[config.mk]
export PLATFORM = sky130hd
export DESIGN_NAME = board_top
export DESIGN_NICKNAME = d
export VERILOG_FILES = /design/src/rtl/board_pkg.sv /design/src/rtl/board_if.sv /design/src/rtl/board_uart_rx.sv /design/src/rtl/board_top.sv
export SDC_FILE = /design/constraint.sdc
export NUM_CORES = 1
export LEC_CHECK = 0
export ABC_AREA = 1
export CAP_MARGIN = 20
export CORE_MARGIN = 2
export CORE_UTILIZATION = 44
export CTS_CLUSTER_DIAMETER = 50
export DETAILED_ROUTE_END_ITERATION = 16
export HOLD_SLACK_MARGIN = 0.02
export SETUP_SLACK_MARGIN = 0.4
export SYNTH_ARGS = -nofsm -noshare
export SYNTH_HDL_FRONTEND = slang
export SYNTH_SLANG_ARGS = --single-unit
[constraint.sdc]
create_clock -name clk_50m -period 1.7 [get_ports clk_50m]
set_input_delay 0.34 -clock clk_50m [delete_from_list [all_inputs] [get_ports clk_50m]]
set_output_delay 0.34 -clock clk_50m [all_outputs]
set_load 0.01 [all_outputs]
[src/rtl/board_pkg.sv]
// Shared constants and FSM state type for the board UART demo.
package board_pkg;

    localparam int CLK_FREQ_DEF    = 50_000_000;
    localparam int BAUD_DEF        = 115_200;
    localparam int TX_INTERVAL_DEF = 50_000;

    function automatic int bit_clks(input int clk_freq, input int baud);
        return clk_freq / baud;
    endfunction

    localparam int BIT_CLKS_DEF = bit_clks(CLK_FREQ_DEF, BAUD_DEF);

    typedef enum logic [1:0] {
        ST_IDLE,
        ST_START,
        ST_DATA,
        ST_STOP
    } uart_st_e;

endpackage

[src/rtl/board_if.sv]
// Received-byte bundle from the UART receiver to the board logic.
interface board_if;

    logic [7:0] data;
    logic       valid;

    modport master (output data, output valid);
    modport slave  (input data, input valid);

endinterface

[src/rtl/board_uart_rx.sv]
// 8N1 UART receiver: synchronizer, edge detect and centre-sampling FSM.
module uart_rx
    import board_pkg::*;
#(
    parameter int BIT_CLKS = BIT_CLKS_DEF
) (
    input  logic     clk,
    input  logic     rst,
    input  logic     rx_i,
    board_if.master  rx_o
);

    localparam int HALF = BIT_CLKS / 2;
    localparam int BW   = $clog2(BIT_CLKS);

    // [0] first stage, [1] synchronized, [2] previous synchronized
    logic [2:0] sync_d;
    logic [2:0] sync_q;
    logic       rx_s;
    logic       fall;

    always_comb begin
        sync_d = {sync_q[1:0], rx_i};
        rx_s   = sync_q[1];
        fall   = sync_q[2] & ~sync_q[1];
    end

    always_ff @(posedge clk) begin
        if (rst) begin
            sync_q <= '1;
        end else begin
            sync_q <= sync_d;
        end
    end

    uart_st_e      st_q;
    logic [BW-1:0] cnt_q;
    logic [2:0]    bit_q;
    logic [7:0]    sh_q;
    logic [7:0]    data_q;
    logic          valid_q;
    logic          bit_end;
    logic          half_end;

    assign bit_end  = cnt_q == BW'(BIT_CLKS - 1);
    assign half_end = cnt_q == BW'(HALF - 1);

    always_ff @(posedge clk) begin
        if (rst) begin
            st_q    <= ST_IDLE;
            cnt_q   <= '0;
            bit_q   <= '0;
            sh_q    <= '0;
            data_q  <= '0;
            valid_q <= 1'b0;
        end else begin
            valid_q <= 1'b0;
            cnt_q   <= cnt_q + 1'b1;
            unique case (st_q)
                ST_IDLE: begin
                    cnt_q <= '0;
                    if (fall) st_q <= ST_START;
                end
                ST_START: begin
                    if (half_end) begin
                        cnt_q <= '0;
                        bit_q <= '0;
                        st_q  <= rx_s ? ST_IDLE : ST_DATA;
                    end
                end
                ST_DATA: begin
                    if (bit_end) begin
                        cnt_q <= '0;
                        sh_q  <= {rx_s, sh_q[7:1]};
                        bit_q <= bit_q + 3'd1;
                        if (bit_q == 3'd7) st_q <= ST_STOP;
                    end
                end
                ST_STOP: begin
                    if (bit_end) begin
                        cnt_q <= '0;
                        st_q  <= ST_IDLE;
                        // framing errors leave the last good byte untouched
                        if (rx_s) begin
                            data_q  <= sh_q;
                            valid_q <= 1'b1;
                        end
                    end
                end
                default: st_q <= ST_IDLE;
            endcase
        end
    end

    assign rx_o.data  = data_q;
    assign rx_o.valid = valid_q;

endmodule

[src/rtl/board_top.sv]
// Board demo: periodic UART TX of a byte counter, RX low six bits to LEDs.
module board_top
    import board_pkg::*;
#(
    parameter int CLK_FREQ    = CLK_FREQ_DEF,
    parameter int BAUD        = BAUD_DEF,
    parameter int TX_INTERVAL = TX_INTERVAL_DEF
) (
    input  logic       clk_50m,
    input  logic       reset_n,
    output logic [5:0] led,
    output logic       uart_tx_path,
    input  logic       uart_rx_path
);

    localparam int BIT_CLKS = bit_clks(CLK_FREQ, BAUD);
    localparam int IW       = $clog2(TX_INTERVAL);
    localparam int BW       = $clog2(BIT_CLKS);

    uart_st_e      tx_st_q;
    logic [BW-1:0] tx_cnt_q;
    logic [2:0]    tx_bit_q;
    logic [7:0]    tx_sh_q;
    logic          tx_q;
    logic          tx_bit_end;

    logic [IW-1:0] int_cnt_d, int_cnt_q;
    logic [7:0]    byte_d, byte_q;
    logic          start_req;
    logic          start_ok;

    always_comb begin
        start_req = int_cnt_q == IW'(TX_INTERVAL - 1);
        start_ok  = start_req && (tx_st_q == ST_IDLE);
        int_cnt_d = start_req ? '0 : int_cnt_q + 1'b1;
        byte_d    = start_ok ? byte_q + 8'd1 : byte_q;
    end

    always_ff @(posedge clk_50m) begin
        if (reset_n) begin
            int_cnt_q <= '0;
            byte_q    <= '0;
        end else begin
            int_cnt_q <= int_cnt_d;
            byte_q    <= byte_d;
        end
    end

    assign tx_bit_end = tx_cnt_q == BW'(BIT_CLKS - 1);

    always_ff @(posedge clk_50m) begin
        if (reset_n) begin
            tx_st_q  <= ST_IDLE;
            tx_cnt_q <= '0;
            tx_bit_q <= '0;
            tx_sh_q  <= '0;
            tx_q     <= 1'b1;
        end else begin
            tx_cnt_q <= tx_bit_end ? '0 : tx_cnt_q + 1'b1;
            unique case (tx_st_q)
                ST_IDLE: begin
                    tx_cnt_q <= '0;
                    if (start_ok) begin
                        tx_st_q <= ST_START;
                        tx_sh_q <= byte_q;
                        tx_q    <= 1'b0;
                    end
                end
                ST_START: begin
                    if (tx_bit_end) begin
                        tx_st_q  <= ST_DATA;
                        tx_bit_q <= '0;
                        tx_q     <= tx_sh_q[0];
                    end
                end
                ST_DATA: begin
                    if (tx_bit_end) begin
                        if (tx_bit_q == 3'd7) begin
                            tx_st_q <= ST_STOP;
                            tx_q    <= 1'b1;
                        end else begin
                            tx_sh_q  <= {1'b0, tx_sh_q[7:1]};
                            tx_bit_q <= tx_bit_q + 3'd1;
                            tx_q     <= tx_sh_q[1];
                        end
                    end
                end
                ST_STOP: begin
                    if (tx_bit_end) tx_st_q <= ST_IDLE;
                end
                default: tx_st_q <= ST_IDLE;
            endcase
        end
    end

    assign uart_tx_path = tx_q;

    board_if rx_if ();

    uart_rx #(
        .BIT_CLKS (BIT_CLKS)
    ) u_rx (
        .clk  (clk_50m),
        .rst  (reset_n),
        .rx_i (uart_rx_path),
        .rx_o (rx_if)
    );

    logic [5:0] led_d, led_q;
    logic       rx_hi_unused;

    always_comb begin
        led_d        = rx_if.valid ? rx_if.data[5:0] : led_q;
        rx_hi_unused = ^rx_if.data[7:6];
    end

    always_ff @(posedge clk_50m) begin
        if (reset_n) begin
            led_q <= '0;
        end else begin
            led_q <= led_d;
        end
    end

    assign led = led_q;

endmodule

==> flow_metrics.py, run 1 <==
metrics = {
    "placed_design": {
        "gp_congestion": 0.812,
        "dp.final_hpwl_um": 5240,
        "dpl-instance-area_um2": 4360,
        "dp_slack_ns": 0.0729,
        "place.port_buffers": 9,
    },
    "finish": {
        "count_of_antenna_diodes_in_the_layout": 0,
        "final_cell_area_excluding_filler_cells_um2": 5180,
        "area_delta_synth_final_pct": 29.3,
        "fill_cells": 812,
        "final_layout_size_suffix_gt1_frac": 0.337,
        "fin_nets": 605,
    },
    "clocking": {
        "worst_skew_pair.late_latency_ns": 0.36,
        "cts_max_level": 3,
        "clock_tree.root_cell": "sky130_fd_sc_hd__clkbuf_8",
        "clk_pin_slew_ns": 0.10,
        "cts_num_sinks": 85,
        "cts_buffer_depth": 2,
        "cts_made_buffers": 9,
        "cts_tree": "done",
    },
    "min_path": {
        "min-delay-path-class": "reg -> reg",
        "worst_hold_startpoint": "u_rx.sync_q[0]",
    },
    "yosys": {
        "largest_area_contributor_in_the_netlist": "sky130_fd_sc_hd__dfxtp_1",
        "simple_logic_cell_fraction_of_the_synthesized_area": 0.273,
        "syn-mean-instance-area_um2": 7.56,
        "synthesis.area_um2": 4010,
        "post_synth_mux_area_share": 0,
        "synthDominantCellAreaShare": 0.425,
        "ys_top_cells_by_area": "sky130_fd_sc_hd__dfxtp_1 42%, sky130_fd_sc_hd__nand2_1 9.9%, sky130_fd_sc_hd__a21oi_1 6.2%, sky130_fd_sc_hd__ha_1 5.9%, sky130_fd_sc_hd__inv_1 5.5%",
        "post_synth_fa_ha_maj_area_fraction": 0.0593,
        "mappedNetlistNets": 552,
        "compound_gate_fraction_of_synth_area": 0.127,
        "synth_seq_area_share": 0.425,
        "netlist-cell-type-count": 38,
        "fraction_of_synthesized_cell_area_in_xor_and_xnor_cells": 0.0306,
        "largest_family_of_logic_cells_by_synthesized_area": "simple AND/OR/NAND/NOR gates",
        "yosysWarnings": 0,
        "yosys_register_bits": 85,
        "syn-instance-count": 530,
    },
    "sta": {
        "hold_violation_total_from_the_final_report": 0,
        "max_freq_mhz": 688,
        "rsz0062_at_grt": "yes",
        "worst_pin_slew_ns": 0.413,
        "timing.final.max_slew_violations": 0,
        "final_min_period_over_clock_period": 0.855,
        "finalSetupViolCount": 0,
        "finalClockSkew_ns": 0.0134,
        "finalWorstSetupSlack_ns": 0.246,
        "final.setup.tns_ns": 0,
        "period_needed_ns": 1.45,
        "timing.max_slew.rel_slack": 0.725,
    },
    "drt": {
        "wl_met3_um": 210,
        "total_drc_errors_in_the_routed_layout": 0,
        "detailedRoute.firstPassIterationCount": 4,
        "final_antenna_net_count": 0,
        "routedLengthMet1_um": 3960,
        "drtIter0Drc": 115,
        "detail_route.wirelength_um": 8330,
        "route.vias.total": 3438,
        "met2RoutedLength_um": 4070,
        "route.detailed.vias_per_inst": 4.94,
        "dr.max_layer_used": "met4",
        "routed_wire_length_per_instance_um": 12.0,
    },
    "power": {
        "p_comb_frac": 0.121,
        "max-vdd-ir-drop_v": 0.000377,
        "sw_frac_of_total": 0.286,
        "cell_internal_pwr_uw": 2780,
        "p_leak_uw": 0.00202,
        "pwr_density_cell_nw_per_um2": 751,
        "switching_power_uw": 1110,
        "power.share.clock": 0.353,
        "seq_power_share": 0.526,
    },
    "die": {
        "core_region_area_um2": 8760,
        "std_cell_rows": 34,
        "pin_count": 10,
        "floorplan.die.height_um": 99.4,
        "die_width_um": 99.4,
        "initial_utilization": 0.457,
        "die_area_um2": 9890,
    },
    "worst_setup_path": {
        "worst_path_most_repeated_cell": "sky130_fd_sc_hd__ha_4",
        "worstSetupStartpointType": "flip-flop",
        "launching_element_of_the_worst_setup_path": "tx_bit_q[1]",
        "worst_path_max_delay_cell": "sky130_fd_sc_hd__dfxtp_2",
        "critPathCaptureType": "flip-flop",
        "r2r-start": "tx_bit_q[1]",
        "worstPathRequired_ns": 1.95,
        "worst-endpoint-arrival_ns": 1.70,
        "worst-path-max-fanout": 6,
        "highest_cell_delay_on_the_worst_timing_path_ns": 0.35,
        "criticalPathCategory": "reg -> reg",
        "timing.critical_path.cells": "ha_4 > ha_4 > or2_4 > a21oi_4 > nand2_1 > o21ai_1 > nor2_1",
    },
    "flow_run": {
        "maxCapViolCount": 0,
    },
    "global_routing": {
        "grt_overflow_total": 0,
        "largest_net_degree_at_the_start_of_global_routing": 25,
        "vias_in_the_first_global_route": 3253,
        "grt_pass1_wl_um": 14400,
        "antenna_violations_before_repair": 0,
        "grtUsageTotal": 0.177,
    },
    "status": {
        "status": "finished, final reports clean",
    },
}
registers in the layout, indices dropped and copies added (netlist names), 6 cells and up, named ones only:
name and flops:
tx_cnt_q 9, led 6, tx_sh_q 8, u_rx.cnt_q 9
u_rx.sh_q 8, int_cnt_q 16, byte_q 8, u_rx.rx_o.data 6
layout make-up:
type / instances / area, µm² / area share
Clock buffer: 9 / 124 / 0.0239
Clock inverter: 7 / 62.6 / 0.0121
Inverter: 69 / 275 / 0.0531
Multi-Input combinational cell: 365 / 2390 / 0.461
Sequential cell: 85 / 1740 / 0.336
Tap cell: 108 / 135 / 0.0261
Timing Repair Buffer: 53 / 460 / 0.0888
cell families after synthesis:
logic type	count (synthesis)
adders and majority gates	19
DFF	85
xor gates and xnor gates	14
AOI/OAI and AO/OA	94
and+or+nand+nor	235
buffers and inverters	83
path summary, 6_finish.rpt:
kind / endpoint / slack, ns / cells after the start
worst max-delay path: tx_bit_q[2] / 0.25 / 7
worst min-delay path: u_rx.sync_q[1] / 0.41 / 1
worst max register to register: tx_bit_q[2] / 0.25 / 7
worst min register to register: u_rx.sync_q[1] / 0.41 / 1
Yosys cell counts:
cell,n
sky130_fd_sc_hd__nand4_1,17
sky130_fd_sc_hd__clkinv_2,2
sky130_fd_sc_hd__buf_6,2
sky130_fd_sc_hd__buf_4,2
sky130_fd_sc_hd__or2_2,4
sky130_fd_sc_hd__ha_1,19
sky130_fd_sc_hd__buf_2,4
sky130_fd_sc_hd__o21ai_4,1
sky130_fd_sc_hd__nand3b_1,1
sky130_fd_sc_hd__a21oi_1,50
sky130_fd_sc_hd__nand2_4,3
sky130_fd_sc_hd__xnor2_1,3
sky130_fd_sc_hd__nor3b_1,1
sky130_fd_sc_hd__nand3_1,19
sky130_fd_sc_hd__nand2_2,5
sky130_fd_sc_hd__o21bai_1,1
sky130_fd_sc_hd__or2_0,1
sky130_fd_sc_hd__nand3_4,1
sky130_fd_sc_hd__inv_2,7
sky130_fd_sc_hd__clkinv_1,1
sky130_fd_sc_hd__clkbuf_1,6
sky130_fd_sc_hd__inv_1,59
sky130_fd_sc_hd__xor2_1,11
sky130_fd_sc_hd__nor2_2,5
sky130_fd_sc_hd__a21oi_2,2
sky130_fd_sc_hd__a21boi_1,1
sky130_fd_sc_hd__nand3_2,2
sky130_fd_sc_hd__o211a_1,1
sky130_fd_sc_hd__nor3_1,9
sky130_fd_sc_hd__nand2_1,106
sky130_fd_sc_hd__a31oi_1,5
sky130_fd_sc_hd__nor2_1,54
sky130_fd_sc_hd__o21ai_0,31
sky130_fd_sc_hd__or2_1,2
sky130_fd_sc_hd__nor2_4,3
sky130_fd_sc_hd__nor3_2,2
sky130_fd_sc_hd__o21a_1,2
sky130_fd_sc_hd__dfxtp_1,85
worst max-delay path, delay by kind of cell, from the launching register on:
family          cells  cell delay, ns
flops               1            0.35
compound gates      2            0.27
simple gates        3            0.39
fa+ha+maj           2            0.33
layout by cell type, fill, tap and decap left out, types with 9 or more instances in the layout:
master                     count
sky130_fd_sc_hd__nor2_1       42
sky130_fd_sc_hd__nor2_2       13
sky130_fd_sc_hd__buf_4        31
sky130_fd_sc_hd__inv_1        47
sky130_fd_sc_hd__xor2_1       11
sky130_fd_sc_hd__nand2_4       9
sky130_fd_sc_hd__nand2_1      91
sky130_fd_sc_hd__buf_6        10
sky130_fd_sc_hd__nand3_1      12
sky130_fd_sc_hd__o21ai_1       9
sky130_fd_sc_hd__ha_1          9
sky130_fd_sc_hd__inv_2        17
sky130_fd_sc_hd__clkbuf_8      9
sky130_fd_sc_hd__dfxtp_2      18
sky130_fd_sc_hd__ha_4          9
sky130_fd_sc_hd__dfxtp_1      63
sky130_fd_sc_hd__nand4_1      17
sky130_fd_sc_hd__a21oi_1      43
sky130_fd_sc_hd__o21ai_0      21
sky130_fd_sc_hd__nand2_2      12
routing by layer:
metal,up-vias,track usage
met5,-,0
li1,1822,-
met1,1572,0.233
met3,7,0.0401
met2,37,0.291
met4,0,0.0537
power groups by stage:
stage,Clock (µW),Combinational (µW),Sequential [µW]
6_report,1380,470,2050
5_1_grt,1520,522,2050
4_1_cts,1430,399,2050
3_5_place_dp,0,341,2100
3_3_place_gp,0,332,2100
2_1_floorplan,0,266,2100
timing repair:
| action | CTS | global route |
|---|---|---|
| gates resized for setup | 71 | 78 |
| endpoints found under the hold margin | 0 | 0 |
| buffers inserted | 14 | 17 |
| pin swaps | 34 | 26 |
| gates cloned | 3 | 0 |
| hold buffers | 0 | 0 |
| setup endpoints to repair | 76 | 82 |
stage by stage:
stage / cells / hold WS, ns / utilization / power [µW]
2_1_floorplan: 530 / 0.389 / - / 2360
3_3_place_gp: 646 / 0.391 / 0.497 / 2430
3_5_place_dp: 646 / 0.402 / 0.497 / 2440
4_1_cts: 679 / 0.422 / 0.555 / 3880
5_1_grt: 696 / 0.445 / 0.592 / 4090
6_report: 696 / 0.411 / 0.592 / 3890
(Power assumes the default switching activity.)
==> run 2, diff against run 1 <==
- RECOVER_POWER: unset -> 25
==> run 2 against run 1 <==
Against the previous run:
- cell area fell by 0.24%
- critical endpoint unchanged
- global-route usage did not move
- critical path type unchanged
- worst hold slack barely moved
- first-iteration DRC count is 11% lower
- count of clock-buffer cells in the layout did not move
- largest cell class unchanged
==> flow_metrics.py, run 2 (synthesized netlist as in run 1, its figures left out) <==
metrics = {
    "status": {
        "status": "finished, final reports clean",
    },
    "die": {
        "floorplan.die.height_um": 99.4,
        "pin_count": 10,
        "die_width_um": 99.4,
        "initial_utilization": 0.457,
        "core_region_area_um2": 8760,
        "std_cell_rows": 34,
        "die_area_um2": 9890,
    },
    "sta": {
        "finalClockSkew_ns": 0.0130,
        "finalSetupViolCount": 0,
        "timing.final.max_slew_violations": 0,
        "whs_ns": 0.411,
        "worst_pin_slew_ns": 0.415,
        "max_freq_mhz": 688,
        "timing.max_slew.rel_slack": 0.723,
        "final.setup.tns_ns": 0,
        "finalWorstSetupSlack_ns": 0.246,
        "final_min_period_over_clock_period": 0.855,
        "rsz0062_at_grt": "yes",
        "period_needed_ns": 1.45,
        "hold_violation_total_from_the_final_report": 0,
    },
    "min_path": {
        "worst_hold_startpoint": "u_rx.sync_q[0]",
        "min-delay-path-class": "reg -> reg",
        "min_path_cells": 1,
        "timing.hold.worst_endpoint": "u_rx.sync_q[1]",
    },
    "global_routing": {
        "largest_net_degree_at_the_start_of_global_routing": 25,
        "antenna_violations_before_repair": 0,
        "grt_pass1_wl_um": 14400,
        "grt_overflow_total": 0,
        "vias_in_the_first_global_route": 3253,
        "grtUsageTotal": 0.177,
    },
    "power": {
        "power.share.clock": 0.354,
        "cell_internal_pwr_uw": 2780,
        "switching_power_uw": 1120,
        "sw_frac_of_total": 0.287,
        "pwr_density_cell_nw_per_um2": 753,
        "max-vdd-ir-drop_v": 0.000376,
        "p_comb_frac": 0.120,
        "seq_power_share": 0.526,
        "p_leak_uw": 0.00199,
    },
    "finish": {
        "count_of_antenna_diodes_in_the_layout": 0,
        "post_layout_nonfiller_instances": 696,
        "final_layout_size_suffix_gt1_frac": 0.323,
        "area_delta_synth_final_pct": 29.0,
        "combined_flip_flop_and_latch_cell_area_um2": 1740,
        "fill_cells": 819,
        "registers.top_by_ff_count": "int_cnt_q",
        "most-common-layout-cells": "91 x sky130_fd_sc_hd__nand2_1, 65 x sky130_fd_sc_hd__dfxtp_1, 47 x sky130_fd_sc_hd__inv_1",
        "layout.cells.most_common": "sky130_fd_sc_hd__nand2_1",
        "largest_register_ff_count": 16,
        "multi_input_area_um2": 2390,
        "largest_registers": "int_cnt_q x16, tx_cnt_q x9, u_rx.cnt_q x9",
        "final_cell_area_excluding_filler_cells_um2": 5170,
        "fin_nets": 605,
    },
    "worst_setup_path": {
        "internal_reg_to_reg_setup_slack_ns": 0.25,
        "worst-endpoint-arrival_ns": 1.71,
        "launching_element_of_the_worst_setup_path": "tx_bit_q[1]",
        "worst-path-max-fanout": 6,
        "worstPathRequired_ns": 1.95,
        "r2r-start": "tx_bit_q[1]",
        "worstSetupStartpointType": "flip-flop",
        "critPathCaptureType": "flip-flop",
        "criticalPathCategory": "reg -> reg",
        "worstRegToRegCells": 7,
        "timing.rr.end": "tx_bit_q[2]",
    },
    "drt": {
        "route.detailed.vias_per_inst": 4.94,
        "detail_route.wirelength_um": 8320,
        "routed_wire_length_per_instance_um": 12.0,
        "drtIter0Drc": 102,
        "final_antenna_net_count": 0,
        "detailedRoute.firstPassIterationCount": 5,
        "total_drc_errors_in_the_routed_layout": 0,
        "route.vias.total": 3441,
    },
    "clocking": {
        "cts_buffer_depth": 2,
        "cts_made_buffers": 9,
        "cts_tree": "done",
        "cts_num_sinks": 85,
        "worst_skew_pair.late_latency_ns": 0.36,
        "clk_pin_slew_ns": 0.10,
        "cts_max_level": 3,
        "clock_tree.root_cell": "sky130_fd_sc_hd__clkbuf_8",
        "cts_hold_buffers_added": 0,
    },
    "placed_design": {
        "dp_slack_ns": 0.0729,
        "place.detailed.instances": 646,
        "dp.final_hpwl_um": 5240,
        "place.port_buffers": 9,
        "dpl-instance-area_um2": 4360,
        "gp_congestion": 0.812,
    },
    "flow_run": {
        "maxCapViolCount": 0,
    },
}
-- run 2: cell count changes in the layout (fill, tap and decap cells not counted) --
cell,before,now
sky130_fd_sc_hd__o21ai_0,21,23
sky130_fd_sc_hd__clkdlybuf4s50_1,2,1
sky130_fd_sc_hd__dlygate4sd3_1,0,1
sky130_fd_sc_hd__dfxtp_2,18,16
sky130_fd_sc_hd__clkbuf_1,0,6
sky130_fd_sc_hd__o21ai_1,9,7
sky130_fd_sc_hd__clkbuf_2,5,0
sky130_fd_sc_hd__clkbuf_4,0,1
sky130_fd_sc_hd__buf_4,31,29
sky130_fd_sc_hd__dfxtp_1,63,65
-- run 2: per-stage QoR --
stage / power (µW) / utilization
6_report: 3890 / 0.590
2_1_floorplan: 2360 / -
3_3_place_gp: 2430 / 0.497
3_5_place_dp: 2440 / 0.497
4_1_cts: 3880 / 0.555
5_1_grt: 4090 / 0.590
-- run 2: worst max-delay path, stage by stage (launching register included) --
cell	delay, ns
sky130_fd_sc_hd__dfxtp_2	0.35
sky130_fd_sc_hd__ha_4	0.16
sky130_fd_sc_hd__ha_4	0.17
sky130_fd_sc_hd__or2_4	0.26
sky130_fd_sc_hd__a21oi_4	0.19
sky130_fd_sc_hd__nand2_1	0.08
sky130_fd_sc_hd__o21ai_1	0.08
sky130_fd_sc_hd__nor2_1	0.05
-- run 2: final cells by class --
cell class                      instances  share of cell area
Clock buffer                            9              0.0240
Clock inverter                          7              0.0121
Inverter                               69              0.0532
Multi-Input combinational cell        365               0.462
Sequential cell                        85               0.336
Tap cell                              108              0.0261
Timing Repair Buffer                   53              0.0871
-- run 2: worst max path at each step --
stage / to / slack (ns)
after floorplan: tx_bit_q[0] / 0.27
after global placement: tx_cnt_q[8] / 0.09
after detailed placement: tx_cnt_q[8] / 0.07
after CTS: byte_q[7] / 0.25
after global routing: tx_bit_q[1] / 0.16
final: tx_bit_q[2] / 0.25
-- run 2: power groups by stage --
stage	sequential, µW	clock (µW)	combinational [µW]
final	2050	1380	468
after CTS	2050	1430	399
after detailed placement	2100	0	341
after global routing	2050	1520	520
after floorplan	2100	0	266
after global placement	2100	0	332
-- run 2: what timing repair did --
item                       CTS  global route
setup endpoints to repair   76            82
hold endpoints to repair     0             0
resized for setup           71            78
cloned                       3             0
pin swaps                   34            26
buffers inserted            14            17
-- run 2: metal layers --
| metal | global-route usage | part of all wire |
|---|---|---|
| met4 | 0.0537 | 0.011 |
| met1 | 0.233 | 0.47 |
| met5 | 0 | 0 |
| met2 | 0.291 | 0.49 |
| met3 | 0.0401 | 0.027 |
==> run 3, diff against run 2 <==
- PLACE_DENSITY: unset -> 0.68
- SLEW_MARGIN: unset -> 0
==> run 3 against run 2 <==
Against the previous run:
- first-iteration DRC count increased by 43%
- via count increased by 1.8%
- non-clock buffer count decreased by 1
- critical endpoint is now byte_q[5]
- cell count decreased by 0.14%
- highest routed layer unchanged
- routed wire length increased by 1.4%
- register-to-register slack got worse by 0.03 ns
- worst hold slack got worse by 0.0069 ns
- power increased by 1.6%
- largest cell class unchanged
- count of clock-buffer cells in the layout unchanged
==> flow_metrics.py, run 3 (synthesized netlist as in run 1, its figures left out) <==
metrics = {
    "finish": {
        "count_of_antenna_diodes_in_the_layout": 0,
        "largest_register_ff_count": 16,
        "fin_nets": 604,
        "registers.top_by_ff_count": "int_cnt_q",
        "multi_input_area_um2": 2390,
        "largest_registers": "int_cnt_q x16, tx_cnt_q x9, u_rx.cnt_q x9",
        "combined_flip_flop_and_latch_cell_area_um2": 1730,
        "most-common-layout-cells": "90 x sky130_fd_sc_hd__nand2_1, 70 x sky130_fd_sc_hd__dfxtp_1, 48 x sky130_fd_sc_hd__nor2_1",
        "area_delta_synth_final_pct": 28.8,
        "fill_cells": 771,
        "final_layout_size_suffix_gt1_frac": 0.322,
        "layout.cells.most_common": "sky130_fd_sc_hd__nand2_1",
    },
    "worst_setup_path": {
        "timing.rr.end": "byte_q[5]",
        "critPathCaptureType": "flip-flop",
        "r2r-start": "int_cnt_q[1]",
        "worstSetupStartpointType": "flip-flop",
        "worst-path-max-fanout": 4,
        "internal_reg_to_reg_setup_slack_ns": 0.22,
        "worstPathRequired_ns": 1.99,
        "worst-endpoint-arrival_ns": 1.77,
        "criticalPathCategory": "reg -> reg",
        "worstRegToRegCells": 10,
    },
    "power": {
        "p_leak_uw": 0.00199,
        "pwr_density_cell_nw_per_um2": 766,
        "cell_internal_pwr_uw": 2790,
        "max-vdd-ir-drop_v": 0.000462,
        "seq_power_share": 0.517,
        "sw_frac_of_total": 0.294,
        "p_comb_frac": 0.127,
        "switching_power_uw": 1160,
        "power.share.clock": 0.356,
    },
    "drt": {
        "detail_route.wirelength_um": 8440,
        "final_antenna_net_count": 0,
        "total_drc_errors_in_the_routed_layout": 0,
        "dr.max_layer_used": "met4",
        "route.vias.total": 3502,
        "detailedRoute.firstPassIterationCount": 4,
        "wl_met3_um": 212,
        "routedLengthMet1_um": 4090,
        "routed_wire_length_per_instance_um": 12.1,
        "drtIter0Drc": 146,
        "route.detailed.vias_per_inst": 5.04,
        "met2RoutedLength_um": 4000,
    },
    "clocking": {
        "worst_skew_pair.late_latency_ns": 0.37,
        "cts_made_buffers": 9,
        "clock_tree.root_cell": "sky130_fd_sc_hd__clkbuf_8",
        "clk_pin_slew_ns": 0.11,
        "cts_hold_buffers_added": 0,
        "cts_num_sinks": 85,
        "cts_buffer_depth": 2,
        "cts_max_level": 3,
        "cts_tree": "done",
    },
    "global_routing": {
        "vias_in_the_first_global_route": 3305,
        "grtUsageTotal": 0.175,
        "antenna_violations_before_repair": 0,
        "grt_pass1_wl_um": 14300,
        "largest_net_degree_at_the_start_of_global_routing": 19,
        "grt_overflow_total": 0,
    },
    "sta": {
        "hold_violation_total_from_the_final_report": 0,
        "final_min_period_over_clock_period": 0.873,
        "worst_pin_slew_ns": 0.407,
        "whs_ns": 0.404,
        "rsz0062_at_grt": "yes",
        "finalSetupViolCount": 0,
        "timing.max_slew.rel_slack": 0.728,
        "timing.final.max_slew_violations": 0,
        "period_needed_ns": 1.48,
        "max_freq_mhz": 674,
        "finalClockSkew_ns": 0.0171,
        "finalWorstSetupSlack_ns": 0.216,
        "final.setup.tns_ns": 0,
    },
    "die": {
        "core_region_area_um2": 8760,
        "die_area_um2": 9890,
        "initial_utilization": 0.457,
        "floorplan.die.height_um": 99.4,
        "std_cell_rows": 34,
        "pin_count": 10,
        "die_width_um": 99.4,
    },
    "placed_design": {
        "place.port_buffers": 9,
        "dp.final_hpwl_um": 5230,
        "dp_slack_ns": 0.119,
        "gp_congestion": 0.824,
    },
    "min_path": {
        "worst_hold_startpoint": "u_rx.sync_q[0]",
        "min_path_cells": 1,
        "timing.hold.worst_endpoint": "u_rx.sync_q[1]",
        "min-delay-path-class": "reg -> reg",
    },
    "flow_run": {
        "maxCapViolCount": 0,
    },
    "status": {
        "status": "finished, final reports clean",
    },
}
## run 3: timing repair
item | 4_1_cts | 5_1_grt
pin swaps | 31 | 32
buffers inserted | 19 | 14
gates cloned | 2 | 1
endpoints found under the hold margin | 0 | 0
setup endpoints to repair | 77 | 80
gates resized for setup | 82 | 78
## run 3: routing by layer
| metal | vias to the layer above | track usage |
|---|---|---|
| met2 | 44 | 0.289 |
| met1 | 1628 | 0.229 |
| li1 | 1817 | - |
| met5 | - | 0 |
| met3 | 13 | 0.0323 |
| met4 | 0 | 0.0632 |
## run 3: power groups by stage
stage | sequential (µW) | combinational (µW) | clock, µW
floorplan | 2100 | 266 | 0
global placement | 2100 | 320 | 0
detailed placement | 2100 | 320 | 0
CTS | 2050 | 390 | 1460
global route | 2050 | 540 | 1540
finish | 2050 | 503 | 1410
## run 3: layout make-up
| class | count | area share |
|---|---|---|
| clock buffers | 9 | 0.0240 |
| clock inverters | 7 | 0.0148 |
| inverters | 69 | 0.0540 |
| multi-input cells | 365 | 0.463 |
| flip-flops and latches | 85 | 0.335 |
| well taps | 108 | 0.0262 |
| repair buffers | 52 | 0.0831 |
## run 3: worst max-delay path: stages (launching register included)
cell and delay (ns):
sky130_fd_sc_hd__dfxtp_1 0.39, sky130_fd_sc_hd__ha_4 0.16, sky130_fd_sc_hd__nand2_4 0.05, sky130_fd_sc_hd__clkinv_4 0.06, sky130_fd_sc_hd__nand2_4 0.05, sky130_fd_sc_hd__nor2_4 0.09, sky130_fd_sc_hd__nand2_4 0.09, sky130_fd_sc_hd__nor2_4 0.19
sky130_fd_sc_hd__buf_6 0.16, sky130_fd_sc_hd__nand2_1 0.05, sky130_fd_sc_hd__a21oi_1 0.11
## run 3: how the worst max path moves through the flow
stage | from | end | slack, ns | depth (start not counted)
after detailed placement | reset_n | tx_cnt_q[8] | 0.12 | 5
after global routing | int_cnt_q[1] | byte_q[5] | 0.11 | 10
after global placement | reset_n | tx_cnt_q[8] | 0.15 | 5
after floorplan | tx_st_q[0] | tx_bit_q[0] | 0.27 | 8
final | int_cnt_q[1] | byte_q[5] | 0.22 | 10
after CTS | tx_cnt_q[1] | tx_sh_q[6] | 0.24 | 9
## run 3: stage by stage
stage / cell area [µm²] / util / instances / power [µW]
2_1_floorplan: 4100 / - / 530 / 2360
3_3_place_gp: 4310 / 0.492 / 643 / 2420
3_5_place_dp: 4310 / 0.492 / 643 / 2420
6_report: 5160 / 0.589 / 695 / 3960
5_1_grt: 5160 / 0.589 / 695 / 4130
4_1_cts: 4920 / 0.561 / 680 / 3900
